`config.mk`:
```
export PLATFORM = sky130hd
export DESIGN_NAME = event_chunk_feeder
export DESIGN_NICKNAME = d
export VERILOG_FILES = /design/src/rtl/event_chunk_feeder.sv
export SDC_FILE = /design/constraint.sdc
export NUM_CORES = 1
export LEC_CHECK = 0
export ABC_AREA = 1
export BUFFER_PORTS_ARGS = -buffer_cell sky130_fd_sc_hd__buf_4
export CORE_MARGIN = 2
export CORE_UTILIZATION = 45
export CTS_BUF_LIST = sky130_fd_sc_hd__clkbuf_4 sky130_fd_sc_hd__clkbuf_8
export CTS_CLUSTER_SIZE = 28
export DETAILED_ROUTE_END_ITERATION = 12
export GPL_ROUTABILITY_DRIVEN = 1
export MAX_ROUTING_LAYER = met4
export PLACE_DENSITY = 0.67
export SLEW_MARGIN = 40
export SYNTH_ARGS = -nofsm -noshare
export SYNTH_HDL_FRONTEND = slang
export SYNTH_SLANG_ARGS = --single-unit
```
`constraint.sdc`:
```
create_clock -name clk -period 10 [get_ports clk]
set_input_delay 1 -clock clk [delete_from_list [all_inputs] [get_ports clk]]
set_output_delay 1 -clock clk [all_outputs]
set_load 0.05 [all_outputs]
```
`src/rtl/event_chunk_feeder.sv`:
```
// event_chunk_feeder
// Pulls one fixed-length chunk of 64-bit words from an AXI4-Stream link source.
// A chunk is only started when the downstream 64->512 expander reports room for
// a whole chunk. Words are re-timed into gap-free groups of three, so the
// expander's 192-bit packing never sees a hole inside a group.
// Short chunks are padded with zero words and long chunks are truncated; each
// case sets its own sticky error flag.
module event_chunk_feeder #(
    parameter int CHUNK_LEN = 384,
    parameter int CNT_W     = 16
) (
    input  logic             clk,
    input  logic             rst_n,
    input  logic [63:0]      s_axis_tdata,
    input  logic             s_axis_tvalid,
    output logic             s_axis_tready,
    input  logic             s_axis_tlast,
    input  logic             space_avail_i,
    output logic [63:0]      payload_o,
    output logic             payload_valid_o,
    output logic             payload_last_o,
    output logic [CNT_W-1:0] chunk_count_o,
    output logic             err_short_o,
    output logic             err_long_o,
    output logic             busy_o
);

    // Triplet output would be misaligned on the final group otherwise.
    if ((CHUNK_LEN % 3) != 0) begin : g_len_check
        $error("event_chunk_feeder: CHUNK_LEN must be a multiple of 3");
    end

    localparam int              WC_W     = $clog2(CHUNK_LEN + 1);
    localparam logic [WC_W-1:0] LAST_IDX = WC_W'(CHUNK_LEN - 1);
    localparam logic [WC_W-1:0] WC_ONE   = WC_W'(1);
    localparam int              DEPTH    = 6;
    localparam logic [2:0]      FULL     = 3'd6;
    localparam logic [2:0]      LAST_PTR = 3'd5;

    typedef enum logic [1:0] {
        IDLE    = 2'd0,
        XFER    = 2'd1,
        PAD     = 2'd2,
        DISCARD = 2'd3
    } state_e;

    state_e             state_q, state_d;
    logic [WC_W-1:0]    wcnt_q, wcnt_d;

    // Buffer storage: {last, data}
    logic [64:0]        mem_q [DEPTH];
    logic [2:0]         wptr_q, rptr_q, fcnt_q;
    logic               push, pop;
    logic [64:0]        push_word;

    // Emitter state: words still to send in the current triplet
    logic [1:0]         ecnt_q;
    logic               emit_start;
    logic [63:0]        payload_q;
    logic               valid_q, last_q;

    logic [CNT_W-1:0]   chunk_cnt_q;
    logic               err_short_q, err_long_q;
    logic               set_short, set_long;

    logic               room;
    logic               xfer_acc;
    logic               pad_push;
    logic               word_is_last;

    assign room         = (fcnt_q != FULL);
    assign xfer_acc     = (state_q == XFER) && s_axis_tvalid && room;
    assign pad_push     = (state_q == PAD) && room;
    assign word_is_last = (wcnt_q == LAST_IDX);

    // State register
    always_ff @(posedge clk) begin
        if (!rst_n) begin
            state_q <= IDLE;
        end else begin
            state_q <= state_d;
        end
    end

    // Next-state logic; space_avail_i only matters while idle so a started
    // chunk always runs to completion.
    always_comb begin
        state_d = state_q;
        case (state_q)
            IDLE: begin
                if (space_avail_i && (fcnt_q == 3'd0)) begin
                    state_d = XFER;
                end
            end
            XFER: begin
                if (xfer_acc) begin
                    if (word_is_last) begin
                        state_d = s_axis_tlast ? IDLE : DISCARD;
                    end else if (s_axis_tlast) begin
                        state_d = PAD;
                    end
                end
            end
            PAD: begin
                if (pad_push && word_is_last) begin
                    state_d = IDLE;
                end
            end
            DISCARD: begin
                if (s_axis_tvalid && s_axis_tlast) begin
                    state_d = IDLE;
                end
            end
        endcase
    end

    // Per-state outputs: handshake, buffer writes, word counter, error pulses
    always_comb begin
        s_axis_tready = 1'b0;
        push          = 1'b0;
        push_word     = '0;
        set_short     = 1'b0;
        set_long      = 1'b0;
        wcnt_d        = wcnt_q;
        case (state_q)
            IDLE: begin
                wcnt_d = '0;
            end
            XFER: begin
                s_axis_tready = room;
                if (xfer_acc) begin
                    push      = 1'b1;
                    push_word = {word_is_last, s_axis_tdata};
                    wcnt_d    = wcnt_q + WC_ONE;
                    set_long  = word_is_last && !s_axis_tlast;
                    set_short = !word_is_last && s_axis_tlast;
                end
            end
            PAD: begin
                if (pad_push) begin
                    push      = 1'b1;
                    push_word = {word_is_last, 64'd0};
                    wcnt_d    = wcnt_q + WC_ONE;
                end
            end
            DISCARD: begin
                s_axis_tready = 1'b1;
            end
        endcase
    end

    // Word counter register
    always_ff @(posedge clk) begin
        if (!rst_n) begin
            wcnt_q <= '0;
        end else begin
            wcnt_q <= wcnt_d;
        end
    end

    // Buffer storage; contents are don't-care until counted in
    always_ff @(posedge clk) begin
        if (push) begin
            mem_q[wptr_q] <= push_word;
        end
    end

    // Buffer pointers and occupancy; push and pop may happen together
    always_ff @(posedge clk) begin
        if (!rst_n) begin
            wptr_q <= 3'd0;
            rptr_q <= 3'd0;
            fcnt_q <= 3'd0;
        end else begin
            if (push) begin
                wptr_q <= (wptr_q == LAST_PTR) ? 3'd0 : wptr_q + 3'd1;
            end
            if (pop) begin
                rptr_q <= (rptr_q == LAST_PTR) ? 3'd0 : rptr_q + 3'd1;
            end
            case ({push, pop})
                2'b10:   fcnt_q <= fcnt_q + 3'd1;
                2'b01:   fcnt_q <= fcnt_q - 3'd1;
                default: fcnt_q <= fcnt_q;
            endcase
        end
    end

    // A triplet starts only with three words already buffered, which
    // guarantees the following two pops never find the buffer empty.
    assign emit_start = (ecnt_q == 2'd0) && (fcnt_q >= 3'd3);
    assign pop        = emit_start || (ecnt_q != 2'd0);

    // Emitter: registered payload, zeroed whenever no word is presented
    always_ff @(posedge clk) begin
        if (!rst_n) begin
            ecnt_q    <= 2'd0;
            valid_q   <= 1'b0;
            last_q    <= 1'b0;
            payload_q <= 64'd0;
        end else if (pop) begin
            ecnt_q    <= emit_start ? 2'd2 : ecnt_q - 2'd1;
            valid_q   <= 1'b1;
            last_q    <= mem_q[rptr_q][64];
            payload_q <= mem_q[rptr_q][63:0];
        end else begin
            valid_q   <= 1'b0;
            last_q    <= 1'b0;
            payload_q <= 64'd0;
        end
    end

    // Completed-chunk counter (wraps) and sticky length errors
    always_ff @(posedge clk) begin
        if (!rst_n) begin
            chunk_cnt_q <= '0;
            err_short_q <= 1'b0;
            err_long_q  <= 1'b0;
        end else begin
            if (valid_q && last_q) begin
                chunk_cnt_q <= chunk_cnt_q + CNT_W'(1);
            end
            if (set_short) begin
                err_short_q <= 1'b1;
            end
            if (set_long) begin
                err_long_q <= 1'b1;
            end
        end
    end

    assign payload_o       = payload_q;
    assign payload_valid_o = valid_q;
    assign payload_last_o  = last_q;
    assign chunk_count_o   = chunk_cnt_q;
    assign err_short_o     = err_short_q;
    assign err_long_o      = err_long_q;
    // Held until the final word of the last triplet has been presented.
    assign busy_o          = (state_q != IDLE) || (fcnt_q != 3'd0) ||
                             (ecnt_q != 2'd0) || valid_q;

endmodule

```
==> results_dict.tcl <==
set metrics [dict create \
    leakage_nw 8.61 \
    cts_made_buffers 82 \
    setup_viol_count_final 0 \
    grt_overflow 0 \
    async_flop_share_pct 0 \
    antenna_left 0 \
    grt_max_degree 112 \
    syn_area_um2 19300 \
    vdd_drop_max_uv 155 \
    cp-endpoint "mem_q[3][46]$_DFFE_PP_" \
    initial_core_util_pct 45.7 \
    final_max_slew_viol_count 0 \
    finalCritPeriodShare_pct 33.9 \
    cts_root_buffer "clkbuf_8" \
    nFillCells 3546 \
    drc 0 \
    hold_viol_final 0 \
    ys_warn_count 0 \
    grt_pass1_vias 12400 \
    cp.depth 7 \
    synth-edff-count 390 \
    num_vias 12700 \
    place_congestion 0.814 \
    synthMuxAreaShare_pct 0 \
    drt_iter0_markers 1073 \
    finClkSkew_ns 0.0210 \
    rrSetupSlack_ns 6.61 \
    rr_worst_depth 7 \
    critPathKind "register to register" \
    synth-simple-area-share_pct 14.5 \
    routed_wl_um 42000 \
    first_pass_iters 5 \
    end_kind "register" \
    register_area_um2 13800 \
    core_um2 42100 \
    crit_family "simple AND/OR/NAND/NOR gates" \
    synth_fa_ha_area_share_pct 0.624 \
    viasPerCell 5.12 \
    synth_top_area_share_pct 60.8 \
    rows 75 \
    fmax_ghz 0.295 \
    fin_nets 1944 \
    drive_above_1_share_pct 17.7 \
    multi_input_area_um2 4560 \
    synth_compound_area_share_pct 8.28 \
    hold_buffers 0 \
    critical-path-max-stage-delay_ns 0.77 \
    area_growth_pct 17.0 \
    insertion_delay_ns 0.62 \
    worst_pin_slew_ns 0.843 \
    min_path_type "register to register" \
    crit_buf_inv 3 \
    synth_top_family_by_area "simple AND/OR/NAND/NOR gates" \
    io_buffers 154 \
    syn_avg_cell_area_um2 11.3 \
    placedCellCount 2321 \
    status "finished, final reports clean" \
    cts_sinks 496 \
    post_cts_resized 0 \
    dieArea_um2 44500 \
    required_ns 10.23 \
    maxCapViolCount 0 \
    ys_seq_area_share_pct 71.8 \
    setup.worst_path.start "state_q[1]$_SDFFE_PN0P_" \
    rsz0062_at_grt "no" \
    ys_ff_latch 496 \
    most-common-layout-cells "edfxtp_1 (390), nand2_1 (323), nor2_1 (235)" \
    post_cts_buffers 0 \
    min_period_ns 3.39 \
    final_common_cell "edfxtp_1" \
    synth_cells 1705 \
    antenna_found_initial 0 \
    critPathLaunchType "register" \
    cts_tree "built" \
    syn_nets 1783 \
    synth_area_leaders "edfxtp_1 (61%), dfxtp_1 (11%), nand2_1 (6.3%), nor2_1 (4.6%), a21oi_1 (4.0%)" \
    slew_headroom_pct 43.8 \
    cts_max_path_buffers 3 \
    hpwl_um 22200 \
    arrival_ns 3.62 \
    track_usage_pct 19.5 \
    htree_levels 3 \
    wl_per_cell_um 17.0 \
    r2r-end "mem_q[3][46]$_DFFE_PP_" \
    tns_ns 0 \
    dieHeight_um 211 \
    power_density_nw_per_um2 272 \
    synth-xor-area-share_pct 0.0455 \
    path_max_fanout 64 \
    cpMaxStageDelayCell "buf_4" \
    synthFlopType "edfxtp_1" \
    r2r-start "state_q[1]$_SDFFE_PN0P_" \
    io_pins 155 \
    clkTransAtPathRegs_ns 0.06 \
    grt_pass1_wl_um 65700 \
    die_w_um 211 \
    final_cells 2472 \
    cp_cell_sequence "inv_1 > ha_1 > nand2_8 > nand2_4 > inv_4 > nor3_4 > buf_4" \
    yosys.area.top_type "edfxtp_1" \
    synth.distinct_cells 39 \
]
==> cell usage after synthesis, types with 5 or more instances <==
cell type and n:
clkbuf_1 33, a31oi_1 5, o21ai_0 135, buf_4 18, nand4_1 9, nand3_1 86, a21oi_1 154, nor3_1 9
buf_1 8, inv_2 7, edfxtp_1 390, o21ai_1 12, nor2_1 237, buf_2 24, nand2_1 323, dfxtp_1 106
buf_6 6, inv_1 107, ha_1 8
==> flip-flops by register name, indices dropped and copies added, names as in the netlist <==
register and flops:
mem_q 390, payload_o 64, chunk_count_o 16, wcnt_q 9, fcnt_q 3, rptr_q 3, wptr_q 3, ecnt_q 2
state_q 2, err_long_o 1, err_short_o 1, payload_last_o 1, payload_valid_o 1
==> report_power, final <==
part | internal (mW) | switching, mW
combinational | 0.471 | 1.23
clock | 1.07 | 0.773
sequential | 2.45 | 0.149
==> stage by stage <==
| step | power [mW] | worst slack [ns] | utilization [%] | hold WS (ns) | cell area (µm²) |
|---|---|---|---|---|---|
| 2_1_floorplan | 3.85 | 1.81 | - | 0.460 | 19300 |
| 3_3_place_gp | 4.31 | 5.80 | 49.3 | 0.473 | 20800 |
| 3_5_place_dp | 4.34 | 6.29 | 49.4 | 0.484 | 20800 |
| 4_1_cts | 6.19 | 6.56 | 53.5 | 0.494 | 22500 |
| 5_1_grt | 6.45 | 6.41 | 53.5 | 0.520 | 22500 |
| 6_report | 6.14 | 6.61 | 53.5 | 0.497 | 22500 |
==> final cells by class <==
type                       count  area share (%)
clock buffer                 128            6.76
clock inverter                22           0.932
tap                          539            2.99
antenna                        1          0.0111
inverter                     116            2.00
multi-input combinational   1004            20.2
sequential                   496            61.4
timing repair buffer         166            5.66
==> logic make-up (layout without fill, tap and decap cells) <==
kind of cell	count (synthesis)	in the layout
compound gates	313	313
xor+xnor	1	1
fa+ha+maj	9	9
buf+inv	205	432
flops	496	496
other cells	0	1
simple gates	681	681
==> layer usage <==
metal	vias to the layer above	share of wire, %	global-route usage (%)
li1	6171	-	-
met1	6049	44	25.1
met2	388	47	31.2
met3	57	7.4	4.59
met4	0	1.6	5.66
met5	-	0	-
==> worst register-to-register path, stage by stage, from the launching register on <==
cell	delay (ns)
dfxtp_1	0.36
inv_1	0.09
ha_1	0.54
nand2_8	0.38
nand2_4	0.24
inv_4	0.10
nor3_4	0.51
buf_4	0.77
==> worst min path at each step <==
stage	depth (start not counted)	from	slack, ns	endpoint
CTS	2	wcnt_q[2]$_SDFFE_PN0P_	0.49	wcnt_q[2]$_SDFFE_PN0P_
floorplan	2	wcnt_q[2]$_SDFFE_PN0P_	0.46	wcnt_q[2]$_SDFFE_PN0P_
finish	2	wcnt_q[2]$_SDFFE_PN0P_	0.50	wcnt_q[2]$_SDFFE_PN0P_
detailed placement	2	ecnt_q[0]$_SDFFE_PN0N_	0.48	ecnt_q[0]$_SDFFE_PN0N_
global placement	2	wcnt_q[2]$_SDFFE_PN0P_	0.47	wcnt_q[2]$_SDFFE_PN0P_
global route	2	wcnt_q[4]$_SDFFE_PN0P_	0.52	wcnt_q[4]$_SDFFE_PN0P_
(Power assumes the default switching activity.)
